[config.mk]
export PLATFORM = sky130hd
export DESIGN_NAME = rom_mapper_detect
export DESIGN_NICKNAME = d
export VERILOG_FILES = /design/src/rtl/rom_mapper_detect.sv
export SDC_FILE = /design/constraint.sdc
export NUM_CORES = 1
export LEC_CHECK = 0
export ABC_AREA = 1
export ABC_CLOCK_PERIOD_IN_PS = 7400
export CAP_MARGIN = 20
export CORE_AREA = 5 5 135 137
export CTS_CLUSTER_SIZE = 40
export DETAILED_ROUTE_END_ITERATION = 8
export DIE_AREA = 0 0 140 142
export PLACE_DENSITY_LB_ADDON = 0.08
export SYNTH_ARGS = -nofsm -noshare
export SYNTH_HDL_FRONTEND = slang
export SYNTH_SLANG_ARGS = --single-unit
[constraint.sdc]
create_clock -name clk -period 7.4 [get_ports clk]
set_input_delay 1.48 -clock clk [delete_from_list [all_inputs] [get_ports clk]]
set_output_delay 1.48 -clock clk [all_outputs]
set_load 0.03 [all_outputs]
[src/rtl/rom_mapper_detect.sv]
// Heuristic cartridge mapper detector: scans the downloaded ROM byte stream for
// LD (nn),A bank-switch writes, votes per mapper and reports the winner at rom_done.
module rom_mapper_detect #(
    parameter logic [23:0] SMALL_LIMIT = 24'h010000,
    parameter int          CNT_W       = 16
) (
    input  logic        clk,
    input  logic        reset,
    input  logic        rom_start,
    input  logic        rom_wr,
    input  logic [7:0]  rom_data,
    input  logic        rom_done,
    output logic        busy,
    output logic        valid,
    output logic [5:0]  mapper,
    output logic [23:0] rom_size
);

    localparam logic [5:0] MAPPER_NO_UNKNOWN = 6'd0;
    localparam logic [5:0] MAPPER_ASCII8     = 6'd1;
    localparam logic [5:0] MAPPER_ASCII16    = 6'd2;
    localparam logic [5:0] MAPPER_KONAMI     = 6'd3;
    localparam logic [5:0] MAPPER_KONAMI_SCC = 6'd4;

    localparam logic [CNT_W-1:0] CNT_ZERO = {CNT_W{1'b0}};
    localparam logic [CNT_W-1:0] CNT_MAX  = {CNT_W{1'b1}};
    localparam logic [CNT_W-1:0] CNT_ONE  = {{(CNT_W-1){1'b0}}, 1'b1};

    typedef enum logic [2:0] {
        ST_IDLE   = 3'd0,
        ST_SCAN   = 3'd1,
        ST_LO     = 3'd2,
        ST_HI     = 3'd3,
        ST_DECIDE = 3'd4,
        ST_DONE   = 3'd5
    } state_t;

    state_t            state_r;
    logic [7:0]        lo_r;
    logic              vote_r;
    logic [15:0]       vote_addr_r;
    logic [CNT_W-1:0]  cnt_scc_r, cnt_kon_r, cnt_a8_r, cnt_a16_r;
    logic [CNT_W-1:0]  nxt_scc_s, nxt_kon_s, nxt_a8_s, nxt_a16_s;
    logic              hit_scc_s, hit_kon_s, hit_a8_s, hit_a16_s;
    logic [23:0]       rom_size_r;
    logic              busy_r, valid_r;
    logic [5:0]        mapper_r;
    logic              scanning_s;
    logic [CNT_W-1:0]  best1_s, best2_s, best3_s;
    logic [5:0]        map1_s, map2_s, map3_s, decision_s;

    function automatic logic [CNT_W-1:0] sat_inc(input logic [CNT_W-1:0] v, input logic hit);
        return (hit && (v != CNT_MAX)) ? (v + CNT_ONE) : v;
    endfunction

    assign scanning_s = (state_r == ST_SCAN) || (state_r == ST_LO) || (state_r == ST_HI);

    // Decode the registered bank-switch address into per-mapper votes.
    always_comb begin
        hit_scc_s = 1'b0;
        hit_kon_s = 1'b0;
        hit_a8_s  = 1'b0;
        hit_a16_s = 1'b0;
        if (vote_r) begin
            case (vote_addr_r)
                16'h4000, 16'h8000, 16'hA000: hit_kon_s = 1'b1;
                16'h5000, 16'h9000, 16'hB000: hit_scc_s = 1'b1;
                16'h6000: begin
                    hit_kon_s = 1'b1;
                    hit_a8_s  = 1'b1;
                    hit_a16_s = 1'b1;
                end
                16'h6800, 16'h7800: hit_a8_s = 1'b1;
                16'h7000: begin
                    hit_scc_s = 1'b1;
                    hit_a8_s  = 1'b1;
                    hit_a16_s = 1'b1;
                end
                16'h77FF: hit_a16_s = 1'b1;
                default: hit_scc_s = 1'b0;
            endcase
        end else begin
            hit_scc_s = 1'b0;
        end
    end

    // Next counter values; the decision looks at these so a vote pending at rom_done still counts.
    always_comb begin
        nxt_scc_s = sat_inc(cnt_scc_r, hit_scc_s);
        nxt_kon_s = sat_inc(cnt_kon_r, hit_kon_s);
        nxt_a8_s  = sat_inc(cnt_a8_r,  hit_a8_s);
        nxt_a16_s = sat_inc(cnt_a16_r, hit_a16_s);
    end

    // Largest counter wins; strict comparisons keep the earlier (higher-priority) mapper on ties.
    always_comb begin
        best1_s    = (nxt_kon_s > nxt_scc_s) ? nxt_kon_s : nxt_scc_s;
        map1_s     = (nxt_kon_s > nxt_scc_s) ? MAPPER_KONAMI : MAPPER_KONAMI_SCC;
        best2_s    = (nxt_a8_s > best1_s) ? nxt_a8_s : best1_s;
        map2_s     = (nxt_a8_s > best1_s) ? MAPPER_ASCII8 : map1_s;
        best3_s    = (nxt_a16_s > best2_s) ? nxt_a16_s : best2_s;
        map3_s     = (nxt_a16_s > best2_s) ? MAPPER_ASCII16 : map2_s;
        decision_s = ((rom_size_r <= SMALL_LIMIT) || (best3_s == CNT_ZERO)) ? MAPPER_NO_UNKNOWN : map3_s;
    end

    // Detection FSM, byte counter, vote counters and registered outputs.
    always_ff @(posedge clk) begin
        if (reset) begin
            state_r     <= ST_IDLE;
            lo_r        <= 8'h00;
            vote_r      <= 1'b0;
            vote_addr_r <= 16'h0000;
            cnt_scc_r   <= CNT_ZERO;
            cnt_kon_r   <= CNT_ZERO;
            cnt_a8_r    <= CNT_ZERO;
            cnt_a16_r   <= CNT_ZERO;
            rom_size_r  <= 24'h000000;
            busy_r      <= 1'b0;
            valid_r     <= 1'b0;
            mapper_r    <= MAPPER_NO_UNKNOWN;
        end else if (rom_start) begin
            state_r    <= ST_SCAN;
            vote_r     <= 1'b0;
            cnt_scc_r  <= CNT_ZERO;
            cnt_kon_r  <= CNT_ZERO;
            cnt_a8_r   <= CNT_ZERO;
            cnt_a16_r  <= CNT_ZERO;
            rom_size_r <= 24'h000000;
            busy_r     <= 1'b1;
            valid_r    <= 1'b0;
        end else begin
            cnt_scc_r <= nxt_scc_s;
            cnt_kon_r <= nxt_kon_s;
            cnt_a8_r  <= nxt_a8_s;
            cnt_a16_r <= nxt_a16_s;
            vote_r    <= 1'b0;
            if (scanning_s && rom_wr && (rom_size_r != 24'hFFFFFF)) begin
                rom_size_r <= rom_size_r + 24'd1;
            end
            case (state_r)
                ST_SCAN: begin
                    if (rom_wr && (rom_data == 8'h32)) state_r <= ST_LO;
                    if (rom_done) state_r <= ST_DECIDE;
                end
                ST_LO: begin
                    if (rom_wr) begin
                        lo_r    <= rom_data;
                        state_r <= ST_HI;
                    end
                    if (rom_done) state_r <= ST_DECIDE;
                end
                ST_HI: begin
                    if (rom_wr) begin
                        vote_r      <= 1'b1;
                        vote_addr_r <= {rom_data, lo_r};
                        state_r     <= ST_SCAN;
                    end
                    if (rom_done) state_r <= ST_DECIDE;
                end
                ST_DECIDE: begin
                    mapper_r <= decision_s;
                    valid_r  <= 1'b1;
                    busy_r   <= 1'b0;
                    state_r  <= ST_DONE;
                end
                ST_IDLE: state_r <= ST_IDLE;
                ST_DONE: state_r <= ST_DONE;
                default: begin
                    state_r <= ST_IDLE;
                    busy_r  <= 1'b0;
                end
            endcase
        end
    end

    assign busy     = busy_r;
    assign valid    = valid_r;
    assign mapper   = mapper_r;
    assign rom_size = rom_size_r;

endmodule

# == Word level (Yosys, flattened, before mapping) ==
# Cells that the tools add are included.
# word_totals
reg_bits,124
inputBits,13
wordCells,108
# classes
n_addsub,5
magnitude_cmp,4
eq_ne,29
muxes,30
bitwise,2
reduce_logical,25
# op_table
op,n
$eq 16x15->1 const B,7
$mux 16,7
$add 16x1->16 const B,4
$eq 16x16->1 const B,4
$ne 16x16->1 const B,4
$gt 16x16->1,3
$mux 3,10
$add 24x1->24 const B,1
$le 24x17->1 const B,1
$ne 24x24->1 const B,1
$logic_not 16->1,1
$mux 1,12
$pmux 3 s4,1
$reduce_and 3->1,4
$reduce_or 4->1,3
$eq 8x6->1 const B,1
$ne 4x4->1 const B,2
$logic_and 1x1->1,7
$eq 3x2->1 const B,2
$eq 3x3->1 const B,2
$ne 3x3->1 const B,2
$reduce_or 3->1,2
$reduce_or 5->1,1
$ne 4x3->1 const B,1
other kinds (8),12

# == Logic depth before layout (Yosys ltp) ==
# depth
ltp_word,15
depth_mapped,56

# == Worst setup path after synthesis ==
# No wires, ideal clock.
# synth_timing
path_type,register to register
from,register vote_addr_r[1]
to,"register mapper_r[0], in the netlist mapper[0]"
arrival_ns,6.541
required_time_ns,7.272
slack_ns,0.731
stages_incl_launch_ff,46
path_cell_list,dfxtp_1 > nor2_1 > nand2_1 > nor2_4 > nand2_4 > nor2_4 > nand2_1 > nor2_1 > nand4_1 > nor2_1 > nand3_1 > nand3b_1 > nor3_1 > nand3_1 > xnor2_1 > inv_1 > ha_1 > nand4_1 > [10 not listed] > nor3_1 > nand4_2 > nand2_4 > buf_6 > nand2_1 > and2_1 > ha_1 > nand2_1 > nor3_1 > nand2_1 > o211ai_1 > nand2_1 > nor3_1 > nand3_1 > a21oi_1 > nand2_2 > nand3_1 > a21oi_1
# synth_via
elab_chain_len,15
word_cells_on_any_way,43
classes_between,order compare: 3; eq/ne: 11; mux: 19; reduce/logical: 10
# synth_lines
item,line_no,rtl
from (decl),41,logic [15:0] vote_addr_r;
from (signal assigned),155,"vote_addr_r <= {rom_data, lo_r};"
$eq 16x15->1 or $eq 16x16->1 (tied branches),65,case (vote_addr_r)
$reduce_or 4->1 (no line),--,
$mux 1,65,
$mux 1,64,if (vote_r) begin
$logic_and 1x1->1,53,return (hit && (v != CNT_MAX)) ? (v + CNT_ONE) : v;
$mux 16,53,
$gt 16x16->1,"97, 98",
$mux 16,97,best1_s = (nxt_kon_s > nxt_scc_s) ? nxt_kon_s : nxt_scc_s;
$gt 16x16->1,"99, 100",
$mux 16,99,best2_s = (nxt_a8_s > best1_s) ? nxt_a8_s : best1_s;
$gt 16x16->1,"101, 102",
$mux 16,101,best3_s = (nxt_a16_s > best2_s) ? nxt_a16_s : best2_s;
$logic_not 16->1,103,decision_s = ((rom_size_r <= SMALL_LIMIT) || (best3_s == CNT_ZERO)) ? MAPPER_NO_UNKNOWN : map3_s;
$logic_or 1x1->1,103,
$mux 3 (*),103,
to (signal assigned),161,mapper_r <= decision_s;
to (decl),47,logic [5:0] mapper_r;
# Every way passes the cells marked *; elsewhere a longest branch is shown, timed or not.
# A chain may end at the register's enable or synchronous reset.

# == Worst setup path after layout ==
# layout_timing
from,register vote_addr_r[0]
to,"register mapper_r[1], in the netlist mapper[1]"
# The elaborated chain is that of the path after synthesis.

==> results.cfg <==
[worst_setup_path]
cpMostUsedCell = nand4_1
start_kind = flop
worstPathArrival_ns = 7.30
cp_max_fo = 5
worstPathRequired_ns = 7.75
worstSetupPathType = reg -> reg
critPathBufInv = 5
cpPeakStageDelay_ns = 0.36
path_delay_family = simple AND/OR/NAND/NOR gates
critPathCaptureType = flop
cp_slowest_cell = dfxtp_4

[sta]
slew_violations = 0
fmax_ghz = 0.1440
skew_ns = 0.01226
fin_crit_ns = 6.944
slew_headroom = 0.4955
hold_viol = 0
whs_ns = 0.4684
finalSetupTns_ns = 0
timing.final.ws_setup_ns = 0.4560
worstMarginPinSlew_ns = 0.7568
fin_crit_sh = 0.9384
setup_viol = 0

[power]
power.leakage_nw = 4.004
p_comb_frac = 0.035
seq_power_share = 0.431
swShare = 0.2436
clkPwrFrac = 0.534
power_switching_mw = 0.3707
p_per_area_nw_per_um2 = 164.0
max-vdd-ir-drop_mv = 0.1500
intPower_mw = 1.151

[cts]
cts-root-buf = clkbuf_16
cts.clk_slew.worst_paths_ns = 0.06
cts_tree = done
cts_buffers = 17
clkSinkCount = 121
clockBufferDepth = 2
htreeDepth = 4
worstSkewPairLatency_ns = 0.42

[floorplan]
die_y_um = 142
start_util = 0.4410
coreArea_um2 = 16940
row_count = 48
die_x_um = 140
ios = 45
fp.dieArea_um2 = 19880

[synthesis]
ys_seq_area_frac = 0.3243
netlist_area_um2 = 7468
synth_area_per_cell_um2 = 6.722
synth_cell_type_count = 41
yosys_warnings = 0
synth_area_leaders = dfxtp_1 (32%), nand2_1 (10%), nor2_1 (9.0%), ha_1 (8.5%), inv_1 (8.2%)
synth_top_area_cell = dfxtp_1
synth-seq-cells = 121
synth_top_area_share = 0.3243
synthesis.instances = 1111

[routing]
via_count = 7110
drc_errors = 0
detail-route-antenna-nets = 0
first_pass_iters = 5
wirelength_mm = 19.64
wl_per_cell_um = 13.80
vias_per_cell = 4.996
drt_iter0_drc = 379

[grt]
grt_max_degree = 69
grt_use_met3 = 0.03797
grt_pass1_wl_mm = 31.98
grt_pass1_vias = 6644
grt-ovfl-total = 0
gr-usage-met1 = 0.2649
busiest_layer = met2
globalRouteMet2Util = 0.3135
antenna_found_initial = 0
grt.total_usage = 0.1958

[layout]
n_antenna_cell = 0
fin_util = 0.5479
nFillCells = 1669
final_cells = 1423
ff_latch_area_um2 = 2437
drive_gt1_frac = 0.1311
multi_input_area_um2 = 4667
finalNetCount = 1249
syn_to_final_growth_pct = 24.24

[place]
place.gp.congestion = 0.8760
hpwl_mm = 14.57
dp.cells = 1363
io_buffers = 41
place_ws_ns = 0.04525

[flow_run]
cap_violations = 0

[status]
status = finished, final reports clean

[min_path]
worstHoldPathType = reg -> reg
[repair_timing]
item                       4_1_cts  5_1_grt
setup endpoints to repair        0        3
setup buffers                    0       24
resized for setup                0       99
hold buffers                     0        0
[synth_stat cells]
library cell  instances
nor2_1              179
ha_1                 51
or2_2                 1
o41ai_1               2
o211ai_1              3
o32ai_1               1
nand3_1              57
o21ai_1               3
o221a_2               2
a211oi_1              9
dfxtp_1             121
xnor2_1               8
inv_1               164
o311a_1               1
o21ai_0              67
and3_1                1
nand2_1             203
a21oi_1              57
nor4_1               11
nand2_2               7
and3b_1               1
conb_1                1
buf_4                 4
and2_1                1
nor2_4                5
xor2_1               41
buf_2                 2
o2111ai_1             1
nand3b_1              1
inv_2                 4
nor3_1               39
nand4_1              31
clkinv_1              1
a31oi_1               1
nand2_4               4
o21a_1                5
nand4_2               1
nor3b_1               3
clkbuf_1             15
buf_6                 1
buf_1                 1
[logic make-up (layout without fill, tap and decap cells)]
kind of cell,count (synthesis),in the layout,synth area share
flops,121,121,0.3243
xor+xnor,49,49,0.05746
fa+ha+maj,51,51,0.08544
simple gates,545,548,0.3203
buf+inv,192,274,0.09985
other cells,1,3,0.0005021
compound gates,152,152,0.1121
[power by group through the flow]
stage | Sequential, mW | Clock (mW) | Combinational, mW
5_1_grt | 0.656 | 0.862 | 0.0596
4_1_cts | 0.657 | 0.828 | 0.0510
2_1_floorplan | 0.672 | 0 | 0.0319
3_3_place_gp | 0.671 | 0 | 0.0508
3_5_place_dp | 0.671 | 0 | 0.0508
6_report | 0.656 | 0.813 | 0.0531
[flip-flops by register name (all words and copies together), names as in the netlist]
register	cells
busy	1
cnt_a16_r	16
cnt_a8_r	16
cnt_kon_r	16
cnt_scc_r	16
lo_r	8
mapper	3
rom_size	24
state_r	3
valid	1
vote_addr_r	16
vote_r	1
[final timing paths]
| path | startpoint | end | slack (ns) | depth (start not counted) |
|---|---|---|---|---|
| worst max-delay path | vote_addr_r[0] | mapper[1] | 0.46 | 45 |
| worst min-delay path | vote_addr_r[15] | vote_addr_r[15] | 0.47 | 2 |
| worst max register to register | vote_addr_r[0] | mapper[1] | 0.46 | 45 |
| worst min register to register | vote_addr_r[15] | vote_addr_r[15] | 0.47 | 2 |
[layer usage]
metal / part of all wire / vias up
li1: - / 3757
met1: 0.49 / 3178
met2: 0.45 / 140
met3: 0.034 / 35
met4: 0.029 / 0
met5: 0 / -
[cells in the final DEF, fill, tap and decap left out, drive strengths merged, types with 2 or more instances in the layout]
cell type,count
o21ai,70
o221a,2
nor2,184
nor4,11
nand4,32
o41ai,2
clkbuf,20
nor3,39
nand2,217
a211oi,9
nand3,57
ha,51
o211ai,3
dfxtp,121
conb,3
nor3b,3
a21oi,57
buf,31
inv,174
clkinvlp,2
clkdlybuf4s50,41
xnor2,8
o21a,5
xor2,41
clkinv,5
[tightest hold or removal path, delay by kind of cell (launching register included)]
family                 cells  cell delay [ns]
DFF                        1             0.32
buffers and inverters      1             0.05
AOI/OAI and AO/OA          1             0.05
[layout make-up]
type	instances	share of cell area
multi-input combinational	803	0.5030
timing repair buffer	73	0.07362
inverter	169	0.06837
clock inverter	13	0.01429
sequential	121	0.2627
tap	225	0.03034
clock buffer	19	0.04773
[through the flow]
step	cell area [um^2]	total power, mW
2_1_floorplan	7476	0.7042
3_3_place_gp	8109	0.7219
3_5_place_dp	8109	0.7219
4_1_cts	8685	1.535
5_1_grt	9279	1.577
6_report	9279	1.522
Power figures use the tool's default switching activity.
